**src/rtl/fifo_pkt_pkg.sv**
```systemverilog
// Shared types and sizing constants for the packet framer.
package fifo_pkt_pkg;

  typedef enum logic [2:0] {
    IDLE = 3'd0,
    HDR  = 3'd1,
    POP  = 3'd2,
    WAIT = 3'd3,
    HOLD = 3'd4
  } state_t;

  localparam int DEFAULT_WIDTH   = 8;
  localparam int DEFAULT_PKT_LEN = 4;
  localparam int PKT_LEN_MAX     = 255;

endpackage

```
**src/rtl/fifo_pkt_framer_slot.sv**
```systemverilog
// Single-entry valid/ready holding register feeding the framed output port.
module pkt_out_slot #(
  parameter int WIDTH = 8
) (
  input  logic             clk,
  input  logic             rst_n,
  input  logic             load,
  input  logic [WIDTH-1:0] load_data,
  input  logic             load_last,
  input  logic             m_ready,
  output logic [WIDTH-1:0] m_data,
  output logic             m_valid,
  output logic             m_last,
  output logic             accept
);

  assign accept = m_valid && m_ready;

  // The framer only loads when the slot is empty, so load never overwrites a pending word.
  always_ff @(posedge clk) begin
    if (!rst_n) begin
      m_data  <= '0;
      m_valid <= 1'b0;
      m_last  <= 1'b0;
    end else if (load) begin
      m_data  <= load_data;
      m_valid <= 1'b1;
      m_last  <= load_last;
    end else if (accept) begin
      m_valid <= 1'b0;
    end
  end

endmodule

```
**src/rtl/fifo_pkt_framer.sv**
```systemverilog
// Frames words popped from an upstream queue into header + PKT_LEN payload packets.
//   state | meaning
//   IDLE  | waiting for source data to start a packet
//   HDR   | header word held in the output slot
//   POP   | waiting for source data, then one-cycle pop pulse
//   WAIT  | popped word arriving, captured into the slot this edge
//   HOLD  | payload word held in the output slot
module fifo_pkt_framer
  import fifo_pkt_pkg::*;
#(
  parameter int WIDTH   = DEFAULT_WIDTH,
  parameter int PKT_LEN = DEFAULT_PKT_LEN
) (
  input  logic             clk,
  input  logic             rst_n,
  input  logic [WIDTH-1:0] src_data,
  input  logic             src_empty,
  output logic             src_rd_en,
  output logic [WIDTH-1:0] m_data,
  output logic             m_valid,
  input  logic             m_ready,
  output logic             m_last
);

  localparam int CNT_W = $clog2(PKT_LEN + 1);
  localparam logic [CNT_W-1:0] LAST_IDX = CNT_W'(PKT_LEN - 1);

  state_t           state;
  logic [WIDTH-1:0] seq;
  logic [CNT_W-1:0] cnt;
  logic             start;
  logic             load;
  logic             load_last;
  logic [WIDTH-1:0] load_data;
  logic             accept;

  assign start = (state == IDLE) && !src_empty && !m_valid;

  always_comb begin
    load      = start || (state == WAIT);
    load_data = (state == WAIT) ? src_data : seq;
    load_last = (state == WAIT) && (cnt == LAST_IDX);
  end

  // src_rd_en is a registered pulse; the POP cycle that carries it moves to WAIT,
  // which guarantees an idle cycle between pops and keeps it off m_ready/src_data.
  always_ff @(posedge clk) begin
    if (!rst_n) begin
      state     <= IDLE;
      seq       <= '0;
      cnt       <= '0;
      src_rd_en <= 1'b0;
    end else begin
      src_rd_en <= 1'b0;
      case (state)
        IDLE: begin
          cnt <= '0;
          if (start) state <= HDR;
        end
        HDR: begin
          if (accept) state <= POP;
        end
        POP: begin
          if (src_rd_en)       state     <= WAIT;
          else if (!src_empty) src_rd_en <= 1'b1;
        end
        WAIT: begin
          state <= HOLD;
        end
        HOLD: begin
          if (accept) begin
            if (cnt == LAST_IDX) begin
              cnt   <= '0;
              seq   <= seq + WIDTH'(1);
              state <= IDLE;
            end else begin
              cnt   <= cnt + CNT_W'(1);
              state <= POP;
            end
          end
        end
        default: state <= IDLE;
      endcase
    end
  end

  pkt_out_slot #(.WIDTH(WIDTH)) u_slot (
    .clk       (clk),
    .rst_n     (rst_n),
    .load      (load),
    .load_data (load_data),
    .load_last (load_last),
    .m_ready   (m_ready),
    .m_data    (m_data),
    .m_valid   (m_valid),
    .m_last    (m_last),
    .accept    (accept)
  );

endmodule

```
**config.mk**
```make
export PLATFORM = sky130hd
export DESIGN_NAME = fifo_pkt_framer
export DESIGN_NICKNAME = d
export VERILOG_FILES = /design/src/rtl/fifo_pkt_pkg.sv /design/src/rtl/fifo_pkt_framer_slot.sv /design/src/rtl/fifo_pkt_framer.sv
export SDC_FILE = /design/constraint.sdc
export NUM_CORES = 1
export LEC_CHECK = 0
export ABC_AREA = 0
export CORE_MARGIN = 4
export CORE_UTILIZATION = 50
export CTS_CLUSTER_SIZE = 8
export DETAILED_ROUTE_END_ITERATION = 6
export PLACE_DENSITY = 0.77
export SLEW_MARGIN = 20
export SYNTH_ARGS = -nofsm -noshare
export SYNTH_HDL_FRONTEND = slang
export SYNTH_HIERARCHICAL = 1
export SYNTH_SLANG_ARGS = --single-unit
```
**constraint.sdc**
```tcl
create_clock -name clk -period 1.7 [get_ports clk]
set_input_delay 0.34 -clock clk [delete_from_list [all_inputs] [get_ports clk]]
set_output_delay 0.34 -clock clk [all_outputs]
set_load 0.02 [all_outputs]
```
Yosys cells after proc, flatten, opt, wreduce, memory -nomap -nowiden
Index checks and enable logic that the tools add are counted.
Widths: inputs -> output; s select.
{ "word_totals": {"reg_bits": 25, "inputBits": 12, "output_inout_bits": 11, "word_cells": 47} }
{ "classes": {"addsub": 2, "n_eq_ne": 9, "n_mux": 13, "n_bitwise": 2, "reduce_logical": 14} }
{ "ops": {"columns": ["operator", "count"], "rows": [
  ["$mux 3", 6],
  ["$pmux 3 s5", 1],
  ["$eq 3x2->1 const B", 3],
  ["$add 8x1->8 const B", 1],
  ["$mux 8", 1],
  ["$ne 2x2->1 const B", 4],
  ["$pmux 3 s2", 1],
  ["$logic_and 1x1->1", 4],
  ["$reduce_and 4->1", 1],
  ["$reduce_bool 2->1", 2],
  ["$add 3x1->3 const B", 1],
  ["$eq 3x1->1 const B", 1],
  ["$eq 3x3->1 const B", 1],
  ["$logic_not 3->1", 1],
  ["$mux 1", 3],
  ["$reduce_and 3->1", 1],
  ["$reduce_or 3->1", 1],
  ["$logic_not 1->1", 2],
  ["$mux 2", 1],
  ["$not 1->1", 2],
  ["$reduce_and 2->1", 1],
  ["$logic_or 1x1->1", 1]
]} }

Depth between registers and ports, before layout
Gate-level depths: netlist of run 1.
{ "logic_depth": {"ltp_word": 5, "depth_mapped": 7, "ltp_nobuf": 5} }

Modules after synthesis
The synthesis of run 1 kept the hierarchy.
{ "modules_own_cells": {"columns": ["module", "n_inst", "cells_per_inst", "area_per_inst_um2", "seq_area_each_um2"], "rows": [
  ["fifo_pkt_framer", 1, 96, 855.8, 300.3],
  ["pkt_out_slot", 1, 32, 377.9, 200.2]
]} }

Least setup slack after synthesis of run 1
OpenSTA, ideal clock, no wires.
{ "synth_path": {"path_type": "register to register", "from": "register u_slot.m_valid", "to": "register seq[7]", "setup_ns": 0.072, "arrival_time_ns": 1.520, "required_ns": 1.628, "path_slack_ns": 0.108, "path_stages_with_launch": 6, "n_path_buf": 1, "synth_period_minus_slack_ns": 1.592, "cell_sequence": "dfxtp_1 -> and2_1 -> nand4bb_2 -> buf_2 -> nor4_2 -> mux2i_1"} }
{ "synth_via": {"elab_chain_len": 2} }
{ "synth_rtl": {"columns": ["item", "line", "source"], "rows": [
  ["start: declaration", "fifo_pkt_framer_slot.sv:12", "output logic m_valid,"],
  ["start signal: assignment", "fifo_pkt_framer_slot.sv:23", "m_valid <= 1'b0;"],
  ["start signal: assignment", "fifo_pkt_framer_slot.sv:27", "m_valid <= 1'b1;"],
  ["start signal: assignment", "fifo_pkt_framer_slot.sv:30", "m_valid <= 1'b0;"],
  ["$logic_and 1x1->1", "fifo_pkt_framer_slot.sv:17", "assign accept = m_valid && m_ready;"],
  ["named net accept", "fifo_pkt_framer.sv:35", "logic accept;"],
  ["$reduce_and 3->1 (no source line)", null, null],
  ["end signal: assignment", "fifo_pkt_framer.sv:74", "seq <= seq + WIDTH'(1);"],
  ["end: declaration", "fifo_pkt_framer.sv:29", "logic [WIDTH-1:0] seq;"]
]} }
The timed path passes the listed nets, and every way through them passes these cells.
A chain may end at the register's enable or synchronous reset.

Worst setup path in the final report of run 1
{ "layout_path": {"from": "register u_slot.m_data[1]", "to": "output m_data[1]"} }
{ "layout_rtl": {"columns": ["item", "line", "source"], "rows": [
  ["start: declaration", "fifo_pkt_framer_slot.sv:11", "output logic [WIDTH-1:0] m_data,"],
  ["start signal: assignment", "fifo_pkt_framer_slot.sv:26", "m_data <= load_data;"],
  ["end: declaration", "fifo_pkt_framer.sv:19", "output logic [WIDTH-1:0] m_data,"]
]} }
No word-level cell between the ends.

==> results of run 1 <==
flip-flops by register name, summed over array words and instances, names as in the netlist:
register,count
cnt,3
seq,8
src_rd_en,1
state,3
u_slot/m_data,8
u_slot/m_last,1
u_slot/m_valid,1
layout by cell type (no fill, tap or decap), types with 4 or more instances in the layout:
cell type / n
a21oi_1: 11
dfxtp_1: 25
mux2_1: 8
or4_1: 4
nand2_1: 5
nor2b_1: 12
o31ai_1: 6
clkdlybuf4s50_1: 20
nor2_1: 6
buf_4: 11
mux2i_1: 10
or3_1: 4
final timing paths:
path                                  end             start  cells past startpoint
worst max-delay path            m_data[1]  u_slot/m_data[1]                      1
worst min-delay path            src_rd_en         src_rd_en                      1
worst min register to register  src_rd_en         src_rd_en                      1
worst max register to register     seq[5]            cnt[0]                      4
timing repair:
| item | CTS | global route |
|---|---|---|
| setup buffers | 0 | 2 |
| setup endpoints to repair | 0 | 10 |
| resized for setup | 0 | 4 |
cells by family (layout without fill, tap and decap cells):
logic type | Yosys count | after routing | synth area share
multiplexers | 18 | 18 | 0.1542
buffers and inverters | 9 | 40 | 0.03651
flip-flops | 25 | 25 | 0.4057
adder cells (fa/ha/maj) | 2 | 2 | 0.02028
AND/OR/NAND/NOR | 48 | 48 | 0.2485
AO/OA/AOI/OAI | 26 | 26 | 0.1349
power groups by stage:
stage	registers [W]	clock network (W)	logic, W
2_1_floorplan	0.000614	0	0.0000665
3_3_place_gp	0.000615	0	0.000117
3_5_place_dp	0.000615	0	0.000118
4_1_cts	0.000602	0.000272	0.000118
5_1_grt	0.000605	0.000292	0.000132
6_report	0.000602	0.000257	0.000121
metal layers:
metal	share of wire	GRT usage	vias to the layer above
met4	0.0040	0.02649	0
li1	-	-	533
met5	0	0	-
met1	0.51	0.2386	475
met2	0.45	0.2565	17
met3	0.042	0.04677	3
per-stage QoR:
stage	utilization	total power [W]	instances	setup TNS, ps
finish	0.6954	0.0009806	187	0
global route	0.6954	0.001028	187	0
CTS	0.6806	0.0009926	185	0
detailed placement	0.6690	0.0007328	181	-3283
global placement	0.6690	0.0007313	181	-2264
floorplan	-	0.0006800	128	0
cell type report:
class                           count  area, um2
Multi-Input combinational cell     94      701.9
Fill cell                         173      693.2
Sequential cell                    25      500.5
Timing Repair Buffer               33      307.8
Tap cell                           28      35.03
Clock buffer                        4      26.28
Inverter                            3      11.26
worst reg2reg max path: stages (launching register included):
cell	delay, ps
dfxtp_1	370
ha_1	250
nand4b_1	190
or4_1	520
a21oi_1	150
==> results.txt, run 1 <==
status: finished, final reports clean
remaining global-route overflow: 0
post-synthesis cell area: 0.001234 mm2
share of the synthesized area in the top cell type: 0.4057
crit-path leading delay family: buffers and inverters
Die X: 57.67 um
Static Leak: 0.6112 nW
largest net degree at the start of global routing: 14
clock buffer depth: 2
number of global-route vias before repair: 1,020
Async S/R FF share, synth: 0
global-route wire length before repair: 4519 um
worst stage delay on the critical path: 610 ps
IO Count: 23
main area contributors after synthesis: dfxtp_1 (41%), mux2i_1 (8.1%), mux2_1 (7.3%), nor2b_1 (6.1%), a21oi_1 (4.5%)
Max VDD drop: 596.8 uV
RSZ-0062 raised after global routing: no
core area: 0.002276 mm2
H-tree depth: 1
root buf cell: clkbuf_4
DR iter-0 viols: 22
Fmax: 0.6181 GHz
max_slew headroom: 0.7744
endpoint type of the worst setup path: output pin
Placed Area: 0.001523 mm2
CTS tree: done
Critical Path RT: 1360 ps
initial antenna violation count: 0
count leader, synth: dfxtp_1
DRC errors left: 0
final hold slack: 465.2 ps
die area: 0.003326 mm2
design area: 0.001583 mm2
cell taking the most area after synthesis: dfxtp_1
Routed Antenna Nets: 0
final wirelength: 2492 um
post-DP HPWL: 1908 um
fin worst setup slack: 82.22 ps
area delta synth->final: 28.30%
row cnt: 17
via count: 1,028
Flop pwr share: 0.614
Min-Delay Path Class: reg -> reg
number of clock sinks: 25
synth warn: 6
sequential share of the synthesized area: 0.4057
Worst-Skew Late Latency: 310 ps
hold_buf cts: 0
clock skew: 5.008 ps
#FFs+latches synth: 25
Logic pwr share: 0.123
cell chain of the critical path: clkdlybuf4s50_1
routability congestion estimate: 0.8433
Yosys cell types: 34
vias per cell: 5.497
CP bufs+invs: 1
critical path arrival: 1280 ps
TritonRoute pass-1 iters: 4
max_cap viols: 0
GRT Util Overall: 0.1672
Pwr Density: 619.6 mW/mm2
pre-CTS setup slack: -327.7 ps
Power Internal: 0.0007553 W
syn nets: 142
cells after synthesis: 128
Critical-path top delay cell: clkdlybuf4s50_1
Synth top cells by count: dfxtp_1 (25), nor2b_1 (12), a21oi_1 (11)
Net Switching: 0.0002254 W
Clk pwr share: 0.262
number of flops mapped to enable cells by yosys: 0
DIE HEIGHT: 57.67 um
drt wl/cell: 13.33 um
IO buf count: 22
Max Fanout on Critical Path: 2
Final Max Slew Viols: 0
endpoints failing hold: 0
Final min period: 1618 ps
Final nets: 174
final setup vio count: 0
R2R setup slack: 170 ps
Synth Flop Type: dfxtp_1
fin crit share: 0.9516
clock slew at reported path FFs: 130 ps
crit start category: flip-flop
Avg Cell Area, Syn: 9.638 um2
Ant. Diodes: 0
TritonCTS buffer count: 3
fraction of layout cells with a size suffix above 1: 0.1069
sw frac: 0.2298
Worst Tran Pin Value: 333.9 ps
Initial Util: 0.5421
critical path class: reg -> out
No activity file was read; power rests on OpenSTA's default activity.
==> run 2: changes to the inputs <==
==> constraint.sdc (replaced) <==
create_clock -name clk -period 1.5 [get_ports clk]
set_input_delay 0.3 -clock clk [delete_from_list [all_inputs] [get_ports clk]]
set_output_delay 0.3 -clock clk [all_outputs]
set_load 0.02 [all_outputs]
==> results.txt, run 2 (synthesized netlist as in run 1, its figures left out) <==
max_slew headroom: 0.7429
initial antenna violation count: 0
DRC errors left: 0
crit start category: input pin
CTS tree: done
Power Internal: 0.0008567 W
H-tree depth: 1
largest net degree at the start of global routing: 15
Final min period: 1518 ps
Worst Tran Pin Value: 380.4 ps
clock buffer depth: 2
root buf cell: clkbuf_4
Setup TNS Final: -29.70 ps
Final Max Slew Viols: 0
Logic pwr share: 0.125
IO Count: 23
post-layout util: 0.7251
Min-Delay Path Class: reg -> reg
Reg2Reg Depth: 4
number of clock sinks: 25
area delta synth->final: 33.77%
fin worst setup slack: -17.70 ps
Flop pwr share: 0.599
final cell count without fillers: 191
Fmax: 0.6589 GHz
TritonRoute pass-1 iters: 4
endpoint type of the worst setup path: flip-flop
clock slew at reported path FFs: 150 ps
endpoints failing hold: 0
row cnt: 17
Tot Pwr: 0.001150 W
RSZ-0062 raised after global routing: yes
sw frac: 0.2548
Max VDD drop: 538.4 uV
clock skew: 6.719 ps
Ant. Diodes: 0
Critical Path RT: 1760 ps
Critical-path top delay cell: or4_1
core area: 0.002276 mm2
final wirelength: 2962 um
DR iter-0 viols: 23
Worst-Skew Late Latency: 330 ps
commonest cells after routing, fill and taps aside: dfxtp_1 (19), nor2b_1 (12), buf_4 (12)
DP Cell Count: 186
Final nets: 178
cell chain of the critical path: clkdlybuf4s50_1 -> and2_4 -> nand4bb_4 -> or4_1 -> a21oi_1
CP bufs+invs: 1
Static Leak: 0.6768 nW
violated checks: setup timing
remaining global-route overflow: 0
final setup vio count: 2
worst stage delay on the critical path: 500 ps
TritonCTS buffer count: 3
pre-CTS setup slack: -391.2 ps
crit-path leading delay family: simple AND/OR/NAND/NOR gates
routability congestion estimate: 0.9171
Routed Antenna Nets: 0
max_cap viols: 0
worst hold stages: 1
leading cell type in the layout, fill and taps excluded: dfxtp_1
fin crit share: 1.012
WP depth: 5
vias per cell: 5.743
number of global-route vias before repair: 1,011
status: complete, but fails checks
IO buf count: 22
GRT Util Overall: 0.1816
global-route wire length before repair: 4705 um
Clk pwr share: 0.277
Pwr Density: 696.6 mW/mm2
Regs by FF count: seq x8, u_slot/m_data x8
via count: 1,097
Initial Util: 0.5421
Net Switching: 0.0002929 W
DIE HEIGHT: 57.67 um
die area: 0.003326 mm2
Max Fanout on Critical Path: 6
hold_buf cts: 0
post-DP HPWL: 2064 um
drt wl/cell: 15.51 um
Die X: 57.67 um
fraction of layout cells with a size suffix above 1: 0.2147
critical path arrival: 1780 ps
critical path class: in -> reg
==> run 2: final timing paths <==
path | to | startpoint | slack [ps]
min | src_rd_en | src_rd_en | 470
max | seq[4] | m_ready | -20
min reg2reg | src_rd_en | src_rd_en | 470
max reg2reg | seq[4] | cnt[1] | -10
==> run 2: metrics by stage <==
step	hold WS, ps	area (um2)
2_1_floorplan	417.5	1237
3_3_place_gp	438.9	1564
3_5_place_dp	452.4	1564
4_1_cts	462.4	1590
5_1_grt	493.1	1650
6_report	465.4	1650
==> run 2: worst reg2reg max path, cell delays in order, from the launching register on <==
cell	delay, ps
dfxtp_1	370
ha_2	220
nand3b_1	210
or4_1	460
a21oi_1	180
==> run 2: final cells by class <==
| class | instances | area, um2 |
|---|---|---|
| tap | 28 | 35.03 |
| sequential | 25 | 508.0 |
| clock buffer | 3 | 22.52 |
| inverter | 3 | 11.26 |
| multi-input combinational | 94 | 738.2 |
| timing repair buffer | 37 | 330.3 |
| clock inverter | 1 | 5.005 |
| fill | 163 | 625.6 |
==> run 2: power groups by stage <==
stage                     logic [W]  clock network [W]  registers [W]
final                      0.000143           0.000318       0.000688
after global routing       0.000155           0.000349       0.000690
after CTS                  0.000138           0.000320       0.000685
after detailed placement   0.000137                  0       0.000699
after global placement     0.000134                  0       0.000699
after floorplan           0.0000766                  0       0.000696
==> run 2: metal layers <==
layer,part of all wire,GRT usage
met3,0.042,0.02895
met2,0.47,0.2887
met5,0,0
met1,0.47,0.2441
met4,0.024,0.07616
==> run 2: what timing repair did <==
action                                  CTS  global route
endpoints found under the setup margin   17            15
gates resized for setup                  13            15
pin swaps                                 0             5
hold endpoints to repair                  0             0
buffers inserted                          0             1
==> run 3: changes to the inputs <==
--- a/config.mk
+++ b/config.mk
@@ -11,6 +11,7 @@
 export CTS_CLUSTER_SIZE = 8
 export DETAILED_ROUTE_END_ITERATION = 6
 export PLACE_DENSITY = 0.77
+export SETUP_SLACK_MARGIN = 0.4
 export SLEW_MARGIN = 20
 export SYNTH_ARGS = -nofsm -noshare
 export SYNTH_HDL_FRONTEND = slang
==> results.txt, run 3 (synthesized netlist as in run 1, its figures left out) <==
RSZ-0062 raised after global routing: yes
die area: 0.003326 mm2
core area: 0.002276 mm2
leading cell type in the layout, fill and taps excluded: buf_6
hold_buf cts: 0
crit start category: flip-flop
row cnt: 17
Critical-path top delay cell: dfxtp_4
largest net degree at the start of global routing: 16
Max Fanout on Critical Path: 6
TritonCTS buffer count: 3
Regs by FF count: seq x8, u_slot/m_data x8
DRC errors left: 0
Die X: 57.67 um
via count: 1,189
Reg2Reg Depth: 6
Ant. Diodes: 0
RR Startpoint: state[1]
endpoint type of the worst setup path: flip-flop
worst hold path startpoint: m_ready
critical path arrival: 1730 ps
CP bufs+invs: 1
TritonRoute pass-1 iters: 4
number of clock sinks: 25
H-tree depth: 1
IO buf count: 22
routability congestion estimate: 0.7986
status: finished, final reports clean
fraction of layout cells with a size suffix above 1: 0.5251
critical path class: reg -> reg
DIE HEIGHT: 57.67 um
Worst-Skew Late Latency: 320 ps
endpoints failing hold: 0
WHS Endpoint: u_slot/m_valid
max_slew headroom: 0.8124
Min-Delay Path Class: in -> reg
Fmax: 0.6675 GHz
GRT Util Overall: 0.2019
initial antenna violation count: 0
clock slew at reported path FFs: 150 ps
fin crit share: 0.9988
Reg-to-Reg End: u_slot/m_data[4]
final wirelength: 3509 um
worst hold stages: 3
remaining global-route overflow: 0
Routed Antenna Nets: 0
DR iter-0 viols: 44
crit-path leading delay family: simple AND/OR/NAND/NOR gates
Max VDD drop: 633.8 uV
drt wl/cell: 16.95 um
Worst Tran Pin Value: 279.0 ps
CTS tree: done
cell chain of the critical path: nor4_4 -> a21oi_2 -> nor2_4 -> buf_6 -> mux2i_2 -> nor2b_1
Final Max Slew Viols: 0
pre-CTS setup slack: -374.0 ps
final setup vio count: 0
IO Count: 23
R2R setup slack: 2 ps
Final min period: 1498 ps
Initial Util: 0.5421
commonest cells after routing, fill and taps aside: buf_6 (22), buf_4 (20), dfxtp_2 (14)
fin worst setup slack: 1.847 ps
final hold slack: 432.4 ps
vias per cell: 5.744
Pwr Density: 622.1 mW/mm2
post-DP HPWL: 2111 um
Critical Path RT: 1730 ps
Final nets: 194
global-route wire length before repair: 5430 um
clock buffer depth: 2
Static Leak: 0.7554 nW
root buf cell: clkbuf_4
clock skew: 5.378 ps
number of global-route vias before repair: 1,171
worst stage delay on the critical path: 410 ps
max_cap viols: 0
area delta synth->final: 58.62%
-- run 3: cell types whose count changed in the layout (fill, tap and decap cells not counted), sizes merged --
cell / previous run / this run
buf: 15 / 42
dlygate4sd2: 11 / 2
clkdlybuf4s50: 11 / 9
clkinv: 1 / 0
inv: 3 / 4
-- run 3: layout make-up --
cell class / count / area [um2]
clock buffers: 3 / 22.52
clock inverters: 1 / 6.256
fillers: 110 / 319.1
inverters: 3 / 11.26
multi-input cells: 94 / 847.1
flip-flops and latches: 25 / 529.3
well taps: 28 / 35.03
repair buffers: 53 / 505.5
-- run 3: layer usage --
metal	up-vias	wire length (um)	track usage
li1	571	-	-
met5	-	0	0
met1	574	1612	0.2767
met3	8	138	0.02673
met2	36	1706	0.3371
met4	0	51	0.04636
-- run 3: worst max-delay path by stage --
| stage | start | endpoint | cells past startpoint |
|---|---|---|---|
| finish | state[1] | u_slot/m_data[4] | 6 |
| CTS | u_slot/m_valid | seq[6] | 4 |
| detailed placement | m_ready | seq[6] | 5 |
| global route | state[1] | u_slot/m_data[4] | 6 |
| global placement | m_ready | seq[6] | 5 |
| floorplan | u_slot/m_valid | seq[6] | 4 |
-- run 3: timing repair --
action / in CTS / in global routing
buffers inserted: 13 / 2
endpoints found under the hold margin: 0 / 0
cloned: 1 / 0
pin swaps: 14 / 9
setup endpoints to repair: 36 / 35
gates resized for setup: 97 / 30
-- run 3: per-stage QoR --
| stage | utilization | cells | instance area [um2] | setup TNS, ps | power, W |
|---|---|---|---|---|---|
| 3_3_place_gp | 0.7031 | 187 | 1600 | -4984 | 0.0008392 |
| 6_report | 0.8598 | 207 | 1957 | 0 | 0.001217 |
| 3_5_place_dp | 0.7031 | 187 | 1600 | -5533 | 0.0008437 |
| 2_1_floorplan | - | 128 | 1276 | 0 | 0.0007761 |
| 4_1_cts | 0.8087 | 205 | 1841 | 0 | 0.001187 |
| 5_1_grt | 0.8598 | 207 | 1957 | -145.5 | 0.001257 |
-- run 3: worst reg2reg max path: cells and delay by family, from the launching register on --
family,cells,cell delay (ps)
flops,1,410
simple gates,3,520
buf+inv,1,160
mux,1,240
compound gates,1,90
-- run 3: report_power, final --
| part | internal (W) | leakage [nW] | total (W) | switching, W |
|---|---|---|---|---|
| sequential | 0.000670 | 0.211 | 0.000685 | 0.0000146 |
| clock | 0.000104 | 0.0183 | 0.000319 | 0.000215 |
| combinational | 0.000123 | 0.526 | 0.000214 | 0.0000901 |
